**src/rtl/dtmf_digit_fifo_if.sv**
```systemverilog
// Host read port of the digit FIFO: valid/ready handshake with head-of-queue data.
// master = FIFO side (drives valid/data), slave = host side (drives ready).
interface dtmf_digit_fifo_if #(
    parameter int DWIDTH = 8
);
    logic              rd_valid;
    logic              rd_ready;
    logic [DWIDTH-1:0] rd_data;

    modport master (
        output rd_valid,
        output rd_data,
        input  rd_ready
    );

    modport slave (
        input  rd_valid,
        input  rd_data,
        output rd_ready
    );
endinterface

```
**src/rtl/dtmf_digit_fifo.sv**
```systemverilog
// Re-timed digit capture into a FWFT FIFO; entry visible 3 clk edges after flag_in rises.
// Backpressure: host valid/ready read port; a push into a full FIFO without a pop is dropped and sets sticky overflow.
module dtmf_digit_fifo #(
    parameter int DWIDTH = 8,
    parameter int DEPTH  = 8,
    parameter int AW     = 3,
    parameter int THRESH = 1
) (
    input  logic              clk,
    input  logic              reset,
    input  logic [DWIDTH-1:0] digit_in,
    input  logic              flag_in,
    input  logic              ovf_clr,
    dtmf_digit_fifo_if.master rd,
    output logic [AW:0]       count,
    output logic              full,
    output logic              empty,
    output logic              overflow,
    output logic              irq
);

    localparam logic [AW:0] DEPTH_C  = (AW+1)'(DEPTH);
    localparam logic [AW:0] THRESH_C = (AW+1)'(THRESH);

    logic              flag_s1;
    logic              flag_s2;
    logic              flag_s3;
    logic [DWIDTH-1:0] dig_s1;
    logic [DWIDTH-1:0] dig_s2;
    logic [AW-1:0]     wptr;
    logic [AW-1:0]     rptr;
    logic [DWIDTH-1:0] mem [DEPTH];

    logic push;
    logic pop;
    logic wr_en;
    logic drop;

    // digit_in is held stable while flag_in is high, so the data sync only
    // needs to match the flag's two-stage delay to land on the push cycle.
    always_ff @(posedge clk or negedge reset) begin
        if (!reset) begin
            flag_s1 <= 1'b0;
            flag_s2 <= 1'b0;
            flag_s3 <= 1'b0;
            dig_s1  <= '0;
            dig_s2  <= '0;
        end else begin
            flag_s1 <= flag_in;
            flag_s2 <= flag_s1;
            flag_s3 <= flag_s2;
            dig_s1  <= digit_in;
            dig_s2  <= dig_s1;
        end
    end

    assign full  = (count == DEPTH_C);
    assign empty = (count == '0);
    assign push  = flag_s2 & ~flag_s3;
    assign pop   = rd.rd_valid & rd.rd_ready;
    // A simultaneous pop frees the slot, so a full FIFO still accepts.
    assign wr_en = push & (~full | pop);
    assign drop  = push & full & ~pop;

    always_ff @(posedge clk or negedge reset) begin
        if (!reset) begin
            wptr     <= '0;
            rptr     <= '0;
            count    <= '0;
            overflow <= 1'b0;
        end else begin
            if (wr_en) begin
                wptr <= wptr + 1'b1;
            end
            if (pop) begin
                rptr <= rptr + 1'b1;
            end
            case ({wr_en, pop})
                2'b10:   count <= count + 1'b1;
                2'b01:   count <= count - 1'b1;
                default: count <= count;
            endcase
            // A fresh drop outranks a clear arriving in the same cycle.
            if (drop) begin
                overflow <= 1'b1;
            end else if (ovf_clr) begin
                overflow <= 1'b0;
            end
        end
    end

    always_ff @(posedge clk) begin
        if (wr_en) begin
            mem[wptr] <= dig_s2;
        end
    end

    assign rd.rd_valid = ~empty;
    assign rd.rd_data  = mem[rptr];
    assign irq         = (count >= THRESH_C);

endmodule
```
**src/flat_wrapper.sv**
```systemverilog
// flat-port wrapper written by rule: the top's interface ports become plain ports
module dtmf_digit_fifo_flat 
#(
    parameter int DWIDTH = 8,
    parameter int DEPTH  = 8,
    parameter int AW     = 3,
    parameter int THRESH = 1
)
  (clk, reset, digit_in, flag_in, ovf_clr, count, full, empty, overflow, irq, rd_rd_valid, rd_rd_data, rd_rd_ready);
  dtmf_digit_fifo_if #(.DWIDTH(DWIDTH)) rd_i ();
  input  logic clk;
  input  logic reset;
  input  logic [DWIDTH-1:0] digit_in;
  input  logic flag_in;
  input  logic ovf_clr;
  output logic [AW:0] count;
  output logic full;
  output logic empty;
  output logic overflow;
  output logic irq;
  output wire logic [$bits(rd_i.rd_valid)-1:0] rd_rd_valid;
  output wire logic [$bits(rd_i.rd_data)-1:0] rd_rd_data;
  input wire logic [$bits(rd_i.rd_ready)-1:0] rd_rd_ready;
  assign rd_rd_valid = rd_i.rd_valid;
  assign rd_rd_data = rd_i.rd_data;
  assign rd_i.rd_ready = rd_rd_ready;
  dtmf_digit_fifo #(.DWIDTH(DWIDTH), .DEPTH(DEPTH), .AW(AW), .THRESH(THRESH)) u_core (.clk(clk), .reset(reset), .digit_in(digit_in), .flag_in(flag_in), .ovf_clr(ovf_clr), .rd(rd_i), .count(count), .full(full), .empty(empty), .overflow(overflow), .irq(irq));
endmodule
```
**config.mk**
```make
export PLATFORM = sky130hd
export DESIGN_NAME = dtmf_digit_fifo_flat
export DESIGN_NICKNAME = d
export VERILOG_FILES = /design/src/rtl/dtmf_digit_fifo_if.sv /design/src/rtl/dtmf_digit_fifo.sv /design/src/flat_wrapper.sv
export SDC_FILE = /design/constraint.sdc
export NUM_CORES = 1
export LEC_CHECK = 0
export CAP_MARGIN = 20
export CORE_MARGIN = 8
export CORE_UTILIZATION = 45
export DETAILED_ROUTE_END_ITERATION = 12
export SLEW_MARGIN = 10
export SYNTH_ARGS = -nofsm -noshare
export SYNTH_HDL_FRONTEND = slang
export SYNTH_SLANG_ARGS = --single-unit
```
**constraint.sdc**
```tcl
create_clock -name clk -period 2.9 [get_ports clk]
set_clock_uncertainty 0.2 [all_clocks]
set_input_delay 0.58 -clock clk [delete_from_list [all_inputs] [get_ports clk]]
set_output_delay 0.58 -clock clk [all_outputs]
set_load 0.02 [all_outputs]
```
==> out/qor.txt, run 1 <==
Status: finished, final reports clean
Max cap viols: 0
Flops & latches, synth: 94
Initial Util: 0.462
Vias in the first global route: 1902
Setup_tns: 0 ns
CP endpoint kind: output pin
Row cnt: 32
Ant. Diodes: 0
Synth Warn #: 0
Final setup viols: 0
Nets: 253
Tot GR Track Use: 0.117
Max incr delay on CP: 0.49 ns
Reg2reg start: u_core.count[1]$_DFFE_PN0P_
Part of the Yosys area used for sequential elements: 0.748
CP cell instances: clkbuf_16 > mux4_2 > mux2_2 > dlygate4sd2_1
Largest area contributor in the netlist: edfxtp_1
Met3 usage: 0.0258
Die ar.: 11000 um2
H-tree depth: 3
P&R area growth vs syn: 19.2%
CP required: 2.12 ns
Share of post-route cells with drive strength above 1: 0.263
Worst-path fanout max: 9
Worst-margin pin slew: 0.476 ns
Slew HR: 0.679
Final Slew Violations: 0
Die W: 105 um
Crit-path slowest cell: mux4_2
Hold Startpoint: u_core.dig_s1[0]$_DFF_PN0_
Clock transition at the registers of the reported paths: 0.09 ns
Port-buffer cells: 29
Clock tree buffer depth: 2
Total grt overflow: 0
DRT Pass-1 Iters: 4
Synthesized Nets: 203
Pin count of the biggest net entering global routing: 31
VDD IR max: 323 uV
R2R Setup Slk: 0.57 ns
Met1 global-route usage: 0.130
Leakage: 1.55 nW
CTS Sinks: 94
Top Usage Layer GRT: met2
Unrepaired setup endpoints after global routing: no
Via density: 5.03
Synthesized cell area: 3570 um2
Placed cells: 325
Clk_lat worst skew: 0.35 ns
Critical Path Start: u_core.rptr[0]$_DFFE_PN0P_
Period utilisation layout: 0.976
Post-CTS setup buffers: 0
Commonest cells after routing, fill and taps aside: edfxtp_1 (64), dfrtp_1 (28), clkdlybuf4s50_1 (18)
Top Ports: 30
Total number of vias: 1720
Finished Layout Cells: 342
Crit start category: flop
Most common cell after layout, fill and taps aside: edfxtp_1
Fmax: 353 MHz
Initial antenna violation count: 0
Fin. Hold Viols: 0
Routed WL: 6210 um
Synth area leaders: edfxtp_1 (54%), dfrtp_1 (21%), mux4_2 (10%)
Final critical-path required period: 2.83 ns
Avg Inst Size Synth: 19.3 um2
Worst hold slack: 0.151 ns
Chip height: 105 um
CP arrival: 2.05 ns
Core ar.: 7730 um2
Critical path class: flop to output pin
Routed wire length per instance: 18.2 um
First-pass GRT wire length: 9740 um
Detailed Route Iter0 Violations: 65
CTS buffer count: 9
TritonCTS clock tree: yes
Synth top area share: 0.538
Netlist cell types: 31
Hpwl dp: 4100 um
Remaining antenna violation count after routing: 0
Worst min path class: flop to flop
Met2 Use GR: 0.206
Drc violations: 0
Syn Inst Count: 185
Pwr Density: 882 nW/um2
Root buffer cell: clkbuf_8
Gpl congestion: 0.754
through the flow:
| step | utilization | cell area [um2] | total power, mW | setup slack (ns) |
|---|---|---|---|---|
| 3_5_place_dp | 0.527 | 4070 | 3.09 | 0.192 |
| 5_1_grt | 0.551 | 4260 | 3.98 | 0.0150 |
| 2_1_floorplan | - | 3570 | 2.59 | 0.323 |
| 4_1_cts | 0.547 | 4230 | 3.76 | 0.00865 |
| 3_3_place_gp | 0.527 | 4070 | 3.05 | 0.222 |
| 6_report | 0.551 | 4260 | 3.76 | 0.0694 |
state kept, by name, indices dropped and copies added (netlist names):
register	count
u_core.mem	64
u_core.wptr	3
u_core.rptr	3
u_core.flag_s1	1
u_core.dig_s1	8
u_core.flag_s2	1
u_core.count	4
u_core.dig_s2	8
u_core.flag_s3	1
u_core.overflow	1
cell usage after synthesis (all sizes together):
cell / number
dfrtp: 30
mux4: 16
or2: 1
clkbuf: 1
and4: 1
nand2: 11
xnor2: 7
nand3: 3
buf: 5
nor4: 1
edfxtp: 64
o221a: 1
o21ai: 2
and2: 1
nand3b: 1
nand2b: 5
o311ai: 1
inv: 5
nor2b: 1
mux2: 10
nor3: 2
ha: 5
o32ai: 1
or3b: 1
o211ai: 1
nor2: 8
critical path, delay by kind of cell (launching register included):
family / cells / cell delay (ns)
muxes: 2 / 0.77
buffers and inverters: 2 / 0.51
DFF: 1 / 0.42
final cells by class:
type	count	area (um2)
Clock buffer	9	124
Inverter	5	18.8
Multi-Input combinational cell	80	838
Sequential cell	94	2680
Fill cell	600	3470
Clock inverter	7	48.8
Timing Repair Buffer	45	428
Tap cell	102	128
routing by layer:
layer	wire, um	share of wire
met1	2580	0.42
met2	3300	0.53
met3	245	0.039
met4	84	0.014
met5	0	0
timing repair:
item	4_1_cts	5_1_grt
gates resized for setup	11	4
hold endpoints to repair	0	0
endpoints found under the setup margin	11	7
hold buffers	0	0
gates cloned	0	1
report_power, final:
group          internal, mW  switching, mW  total, mW
combinational         0.687          0.597       1.28
sequential             1.58          0.143       1.73
clock                 0.313          0.434      0.747
total                  2.58           1.17       3.76
worst paths after layout:
path	to	cells past startpoint
worst min-delay path	u_core.dig_s2[0]$_DFF_PN0_	0
worst min register to register	u_core.dig_s2[0]$_DFF_PN0_	0
min in group asynchronous	u_core.count[3]$_DFFE_PN0P_	2
worst max register to register	u_core.mem[1][3]$_DFFE_PP_	8
max in group asynchronous	u_core.rptr[0]$_DFFE_PN0P_	2
worst max-delay path	rd_rd_data[1]	4
kinds of logic (layout without fill, tap and decap cells):
kind of cell	Yosys count	in the layout	synth area share
compound gates	6	6	0.0130
xor+xnor	7	7	0.0172
fa+ha+maj	5	5	0.0175
buf+inv	11	66	0.0182
flops	94	94	0.748
mux	26	26	0.132
simple gates	36	36	0.0539
Power figures use the tool's default switching activity.
==> run 2, diff against run 1 <==
--- a/config.mk
+++ b/config.mk
@@ -6,8 +6,9 @@
 export NUM_CORES = 1
 export LEC_CHECK = 0
 export CAP_MARGIN = 20
-export CORE_MARGIN = 8
 export CORE_UTILIZATION = 45
+export CTS_BUF_LIST = sky130_fd_sc_hd__clkbuf_8
+export CTS_CLUSTER_SIZE = 28
 export DETAILED_ROUTE_END_ITERATION = 12
 export SLEW_MARGIN = 10
 export SYNTH_ARGS = -nofsm -noshare
==> run 2 against run 1 <==
Worst setup slack lost 0.0082 ns. Largest power group unchanged. Non-clock buffer count rose by 1. Via count is 2.0% higher. Critical path depth unchanged. First-iteration DRC count grew 55%. Hold slack lost 0.0038 ns. Sequential share of layout area is 0.65 points lower. Fmax down 0.29%. Critical path type unchanged. Clock-buffer cell count unchanged. Critical endpoint is now rd_rd_data[6].
==> out/qor.txt, run 2 (synthesis gave the netlist of run 1 again) <==
Core ar.: 7690 um2
VDD IR max: 479 uV
Tot GR Track Use: 0.170
Largest register FFs: 64
Routed WL: 6410 um
Pin count of the biggest net entering global routing: 31
Pwr Density: 909 nW/um2
Ant. Diodes: 0
Max cap viols: 0
Nets: 254
Clk_lat worst skew: 0.36 ns
CTS buffer count: 9
Cells on worst reg2reg path: 8
Initial Util: 0.465
Final setup viols: 0
First-pass GRT wire length: 10100 um
Hold buffer count at cts: 0
Hpwl dp: 4010 um
Crit path to: rd_rd_data[6]
Final Slew Violations: 0
R2R Setup Slk: 0.65 ns
Die ar.: 8300 um2
Leakage: 1.55 nW
Via density: 5.13
CTS Sinks: 94
Commonest cells after routing, fill and taps aside: edfxtp_1 (64), dfrtp_1 (29), clkdlybuf4s50_1 (18)
TritonCTS clock tree: yes
Chip height: 91.1 um
Worst min path class: flop to flop
Total number of vias: 1754
Remaining antenna violation count after routing: 0
Top flop regs: u_core.mem x64, u_core.dig_s1 x8, u_core.dig_s2 x8
CP cell instances: clkbuf_16 > mux4_2 > mux2_2 > dlygate4sd2_1
Worst hold slack: 0.147 ns
Row cnt: 32
P&R area growth vs syn: 20.4%
Status: finished, final reports clean
Total grt overflow: 0
Reg2reg start: u_core.count[0]$_DFFE_PN0P_
Top Ports: 30
Detailed Route Iter0 Violations: 101
H-tree depth: 3
Root buffer cell: clkbuf_8
Slew HR: 0.643
Critical path class: flop to output pin
CP arrival: 2.06 ns
Period utilisation layout: 0.979
Routed wire length per instance: 18.7 um
Crit start category: flop
CP required: 2.12 ns
Port-buffer cells: 29
Fillers: 617
Post-CTS setup buffers: 0
Top reg by flops: u_core.mem
Die W: 91.1 um
Critical Path Start: u_core.rptr[0]$_DFFE_PN0P_
Drc violations: 0
Final critical-path required period: 2.84 ns
Initial antenna violation count: 0
Most common cell after layout, fill and taps aside: edfxtp_1
Clock tree buffer depth: 2
Gpl congestion: 0.790
Share of post-route cells with drive strength above 1: 0.254
Final Total Pwr: 3.91 mW
Clock transition at the registers of the reported paths: 0.10 ns
Max incr delay on CP: 0.49 ns
CP endpoint kind: output pin
Fmax: 352 MHz
RR Endpoint: u_core.mem[0][5]$_DFFE_PP_
Vias in the first global route: 1827
Crit-path slowest cell: mux4_2
Worst-path fanout max: 7
Fin. Hold Viols: 0
Worst-margin pin slew: 0.536 ns
DRT Pass-1 Iters: 4
-- run 2: cell types whose count changed in the layout (fill, tap and decap cells not counted), sizes merged --
cell and change:
clkinv -5, clkinvlp +2, clkdlybuf4s15 +4, inv +1
buf +1, bufinv +1, dlygate4sd2 -4
-- run 2: worst min path at each step --
| stage | start | endpoint | slack, ns | depth (start not counted) |
|---|---|---|---|---|
| 2_1_floorplan | reset | u_core.count[0]$_DFFE_PN0P_ | 0.08 | 0 |
| 3_3_place_gp | u_core.dig_s1[0]$_DFF_PN0_ | u_core.dig_s2[0]$_DFF_PN0_ | 0.13 | 0 |
| 3_5_place_dp | u_core.dig_s1[0]$_DFF_PN0_ | u_core.dig_s2[0]$_DFF_PN0_ | 0.14 | 0 |
| 4_1_cts | u_core.dig_s1[3]$_DFF_PN0_ | u_core.dig_s2[3]$_DFF_PN0_ | 0.16 | 0 |
| 5_1_grt | u_core.dig_s1[6]$_DFF_PN0_ | u_core.dig_s2[6]$_DFF_PN0_ | 0.16 | 0 |
| 6_report | u_core.dig_s1[3]$_DFF_PN0_ | u_core.dig_s2[3]$_DFF_PN0_ | 0.15 | 0 |
-- run 2: power breakdown --
| part | leakage (nW) | total, mW | switching [mW] | internal (mW) |
|---|---|---|---|---|
| clock | 0.0883 | 0.849 | 0.449 | 0.400 |
| combinational | 0.533 | 1.34 | 0.619 | 0.720 |
| sequential | 0.931 | 1.73 | 0.144 | 1.58 |
| total | 1.55 | 3.91 | 1.21 | 2.70 |
-- run 2: layout make-up --
| type | count | area [um2] | share of cell area |
|---|---|---|---|
| sequential | 94 | 2670 | 0.621 |
| multi-input combinational | 80 | 836 | 0.194 |
| timing repair buffer | 46 | 453 | 0.105 |
| tap | 102 | 128 | 0.0297 |
| clock buffer | 9 | 124 | 0.0288 |
| clock inverter | 6 | 70.1 | 0.0163 |
| inverter | 5 | 18.8 | 0.00436 |
-- run 2: metal layers --
layer,GRT usage,routed length [um],vias to the layer above
met3,0.0327,110,10
li1,-,-,806
met5,0,0,-
met4,0.0767,100,0
met2,0.271,3270,19
met1,0.228,2920,919
-- run 2: what timing repair did --
action | CTS | global route
resized for setup | 11 | 6
endpoints found under the setup margin | 11 | 7
gates cloned | 0 | 1
-- run 2: worst max-delay path: cells and delay by family, from the launching register on --
family	cells	cell delay (ns)
DFF	1	0.44
buffers and inverters	2	0.51
muxes	2	0.75
-- run 2: per-stage QoR --
stage               setup TNS, ns  std cells  utilization  setup WS (ns)  instance area [um2]
floorplan                       0        185            -          0.323                 3570
global placement                0        326        0.532          0.241                 4090
detailed placement              0        326        0.532          0.217                 4090
CTS                             0        341        0.556         0.0405                 4270
global route              -0.0158        342        0.560       -0.00818                 4300
finish                          0        342        0.560         0.0612                 4300
==> patch (settings of run 2) <==
Register the output `count` once more, with the module's reset; this adds one clock of latency there. The other outputs are not delayed to match.
--- a/src/rtl/dtmf_digit_fifo.sv
+++ b/src/rtl/dtmf_digit_fifo.sv
@@ -21,6 +21,8 @@
 
     localparam logic [AW:0] DEPTH_C  = (AW+1)'(DEPTH);
     localparam logic [AW:0] THRESH_C = (AW+1)'(THRESH);
+
+    logic [AW:0] count_s0;
 
     logic              flag_s1;
     logic              flag_s2;
@@ -54,8 +56,8 @@
         end
     end
 
-    assign full  = (count == DEPTH_C);
-    assign empty = (count == '0);
+    assign full  = (count_s0 == DEPTH_C);
+    assign empty = (count_s0 == '0);
     assign push  = flag_s2 & ~flag_s3;
     assign pop   = rd.rd_valid & rd.rd_ready;
     // A simultaneous pop frees the slot, so a full FIFO still accepts.
@@ -66,7 +68,7 @@
         if (!reset) begin
             wptr     <= '0;
             rptr     <= '0;
-            count    <= '0;
+            count_s0 <= '0;
             overflow <= 1'b0;
         end else begin
             if (wr_en) begin
@@ -76,9 +78,9 @@
                 rptr <= rptr + 1'b1;
             end
             case ({wr_en, pop})
-                2'b10:   count <= count + 1'b1;
-                2'b01:   count <= count - 1'b1;
-                default: count <= count;
+                2'b10:   count_s0 <= count_s0 + 1'b1;
+                2'b01:   count_s0 <= count_s0 - 1'b1;
+                default: count_s0 <= count_s0;
             endcase
             // A fresh drop outranks a clear arriving in the same cycle.
             if (drop) begin
@@ -97,6 +99,14 @@
 
     assign rd.rd_valid = ~empty;
     assign rd.rd_data  = mem[rptr];
-    assign irq         = (count >= THRESH_C);
+    assign irq         = (count_s0 >= THRESH_C);
+
+    always_ff @(posedge clk or negedge reset) begin
+        if (!reset) begin
+            count <= '0;
+        end else begin
+            count <= count_s0;
+        end
+    end
 
 endmodule
Behaviour: not the same (Yosys sat finds a counterexample within 4 cycles, from zero or initial values and one cycle with reset low).
==> patch against run 2 <==
Via count decreased by 1.0%; critical path type unchanged; power increased by 0.54%; routed wire length decreased by 8.8%; clock power increased by 1%; sequential cell count increased by 4; largest cell class unchanged; design area increased by 2.2%; synthesized cell count decreased by 0.54%; first-iteration DRC count decreased by 27%; synthesized area increased by 3.7%; register-to-register slack improved by 120 ps; setup slack got worse by 35 ps.
==> patch: results <==
{
  "outcome": "finished clean",
  "synth-warning-count": 0,
  "cts_buffer_depth": 2,
  "r2r-end": "u_core.mem[1][4]",
  "drtIter0Drc": 74,
  "routabilityCongestion": 0.804,
  "ys_async_sr_fraction": 0.347,
  "drtPass1Iterations": 4,
  "reg2reg_depth": 7,
  "diodes": 0,
  "yosysUniqueCellTypes": 30,
  "max_stage_delay_ps": 530,
  "ir_drop_v": 0.000472,
  "power_switching_mw": 1.17,
  "drt-wirelength-per-cell_um": 17.0,
  "final_nets": 255,
  "relSlewSlack": 0.668,
  "grt_pass1_wl_um": 9500,
  "hp-class": "register to register",
  "clk_pin_slew_ps": 90,
  "reg2reg_slack_ps": 770,
  "io_buffer_count": 29,
  "grt_pass1_vias": 1839,
  "synth_flop_cell": "edfxtp_1",
  "grtUsageTotal": 0.153,
  "rr_startpoint": "u_core.count_s0[1]",
  "synth_area_leaders": "edfxtp_1 52%, dfrtp_1 23%, mux4_1 11%, mux2_2 3.3%, ha_1 1.7%",
  "pre_cts_ws_ps": 94.5,
  "fillers": 622,
  "reg_top3": "u_core.mem (64), u_core.dig_s1 (8), u_core.dig_s2 (8)",
  "path_delay_family": "multiplexers",
  "htree_num_levels": 3,
  "yosysSeqAreaShare": 0.748,
  "synth_edf_count": 64,
  "ctsRootBufferMaster": "clkbuf_8",
  "drive_gt1_frac": 0.236,
  "clk_latency_ps": 340,
  "dp_hpwl_um": 3890,
  "syn-num-nets": 202,
  "grt_max_degree": 35,
  "hold_end": "u_core.dig_s2[7]",
  "regMostFlops": "u_core.mem",
  "p_leak_nw": 1.68,
  "crit_start": "u_core.rptr[0]",
  "hp-start": "u_core.dig_s1[7]",
  "cts_buffers": 9,
  "critPathSlowestCell": "mux4_1",
  "hold_path_depth": 0,
  "synth.top_cells.by_count": "64 x edfxtp_1, 34 x dfrtp_1, 16 x mux4_1",
  "critPathMaxFanout": 4,
  "crit_arrival_ps": 2090,
  "vias_per_cell": 5.05,
  "antenna_found_initial": 0
}
## patch: cell count changes after synthesis, sizes merged, moves of 2 or more
| cell | change |
|---|---|
| nand2 | -6 |
| dfrtp | +4 |
| inv | +4 |
| xnor2 | -3 |
| xor2 | +3 |
| nor2 | -2 |
| o21ai | -2 |
| o22ai | +2 |
## patch: what timing repair did
item / CTS / global route
pin swaps: 0 / 0
resized for setup: 16 / 16
cloned: 0 / 1
buffers inserted: 0 / 1
setup endpoints to repair: 11 / 7
hold buffers: 0 / 0
## patch: kinds of logic after synthesis
kind of cell / after synthesis / share of synthesized area
simple gates: 25 / 0.0355
xor+xnor: 7 / 0.0165
fa+ha+maj: 5 / 0.0169
flops: 98 / 0.748
buf+inv: 15 / 0.0223
mux: 28 / 0.150
compound gates: 6 / 0.0111
## patch: metrics by stage
step / power (mW) / TNS, ps / instances / hold slack, ps / area (sq um)
5_1_grt: 4.15 / -73.1 / 344 / 166 / 4400
3_5_place_dp: 3.18 / 0 / 326 / 135 / 4200
4_1_cts: 3.98 / 0 / 342 / 155 / 4400
2_1_floorplan: 2.68 / 0 / 184 / 84.4 / 3710
6_report: 3.93 / 0 / 344 / 152 / 4400
3_3_place_gp: 3.14 / 0 / 326 / 132 / 4200
## patch: power by group through the flow
| stage | clock network [mW] | logic, mW | registers [mW] |
|---|---|---|---|
| floorplan | 0 | 0.849 | 1.83 |
| global placement | 0 | 1.30 | 1.84 |
| detailed placement | 0 | 1.33 | 1.85 |
| CTS | 0.887 | 1.27 | 1.82 |
| global route | 0.938 | 1.36 | 1.85 |
| finish | 0.860 | 1.25 | 1.82 |
## patch: worst max path at each step
stage	slack [ps]	cells past startpoint	endpoint
final	30	4	rd_rd_data[2]
after CTS	10	5	irq
after global routing	-40	4	rd_rd_data[2]
after detailed placement	90	5	irq
after global placement	130	5	irq
after floorplan	370	6	u_core.mem[1][0]
## patch: routing by layer
| metal | global-route usage | routed length [um] | vias to the layer above |
|---|---|---|---|
| met2 | 0.263 | 3050 | 32 |
| met4 | 0.0654 | 87 | 0 |
| met1 | 0.190 | 2570 | 877 |
| met5 | 0 | 0 | - |
| met3 | 0.0304 | 140 | 9 |
| li1 | - | - | 818 |
## patch: layout make-up
type                            count  share of cell area
Sequential cell                    98               0.630
Multi-Input combinational cell     71               0.195
Timing Repair Buffer               48              0.0924
Clock buffer                       10              0.0313
Tap cell                          102              0.0290
Clock inverter                      6              0.0148
Inverter                            9             0.00768
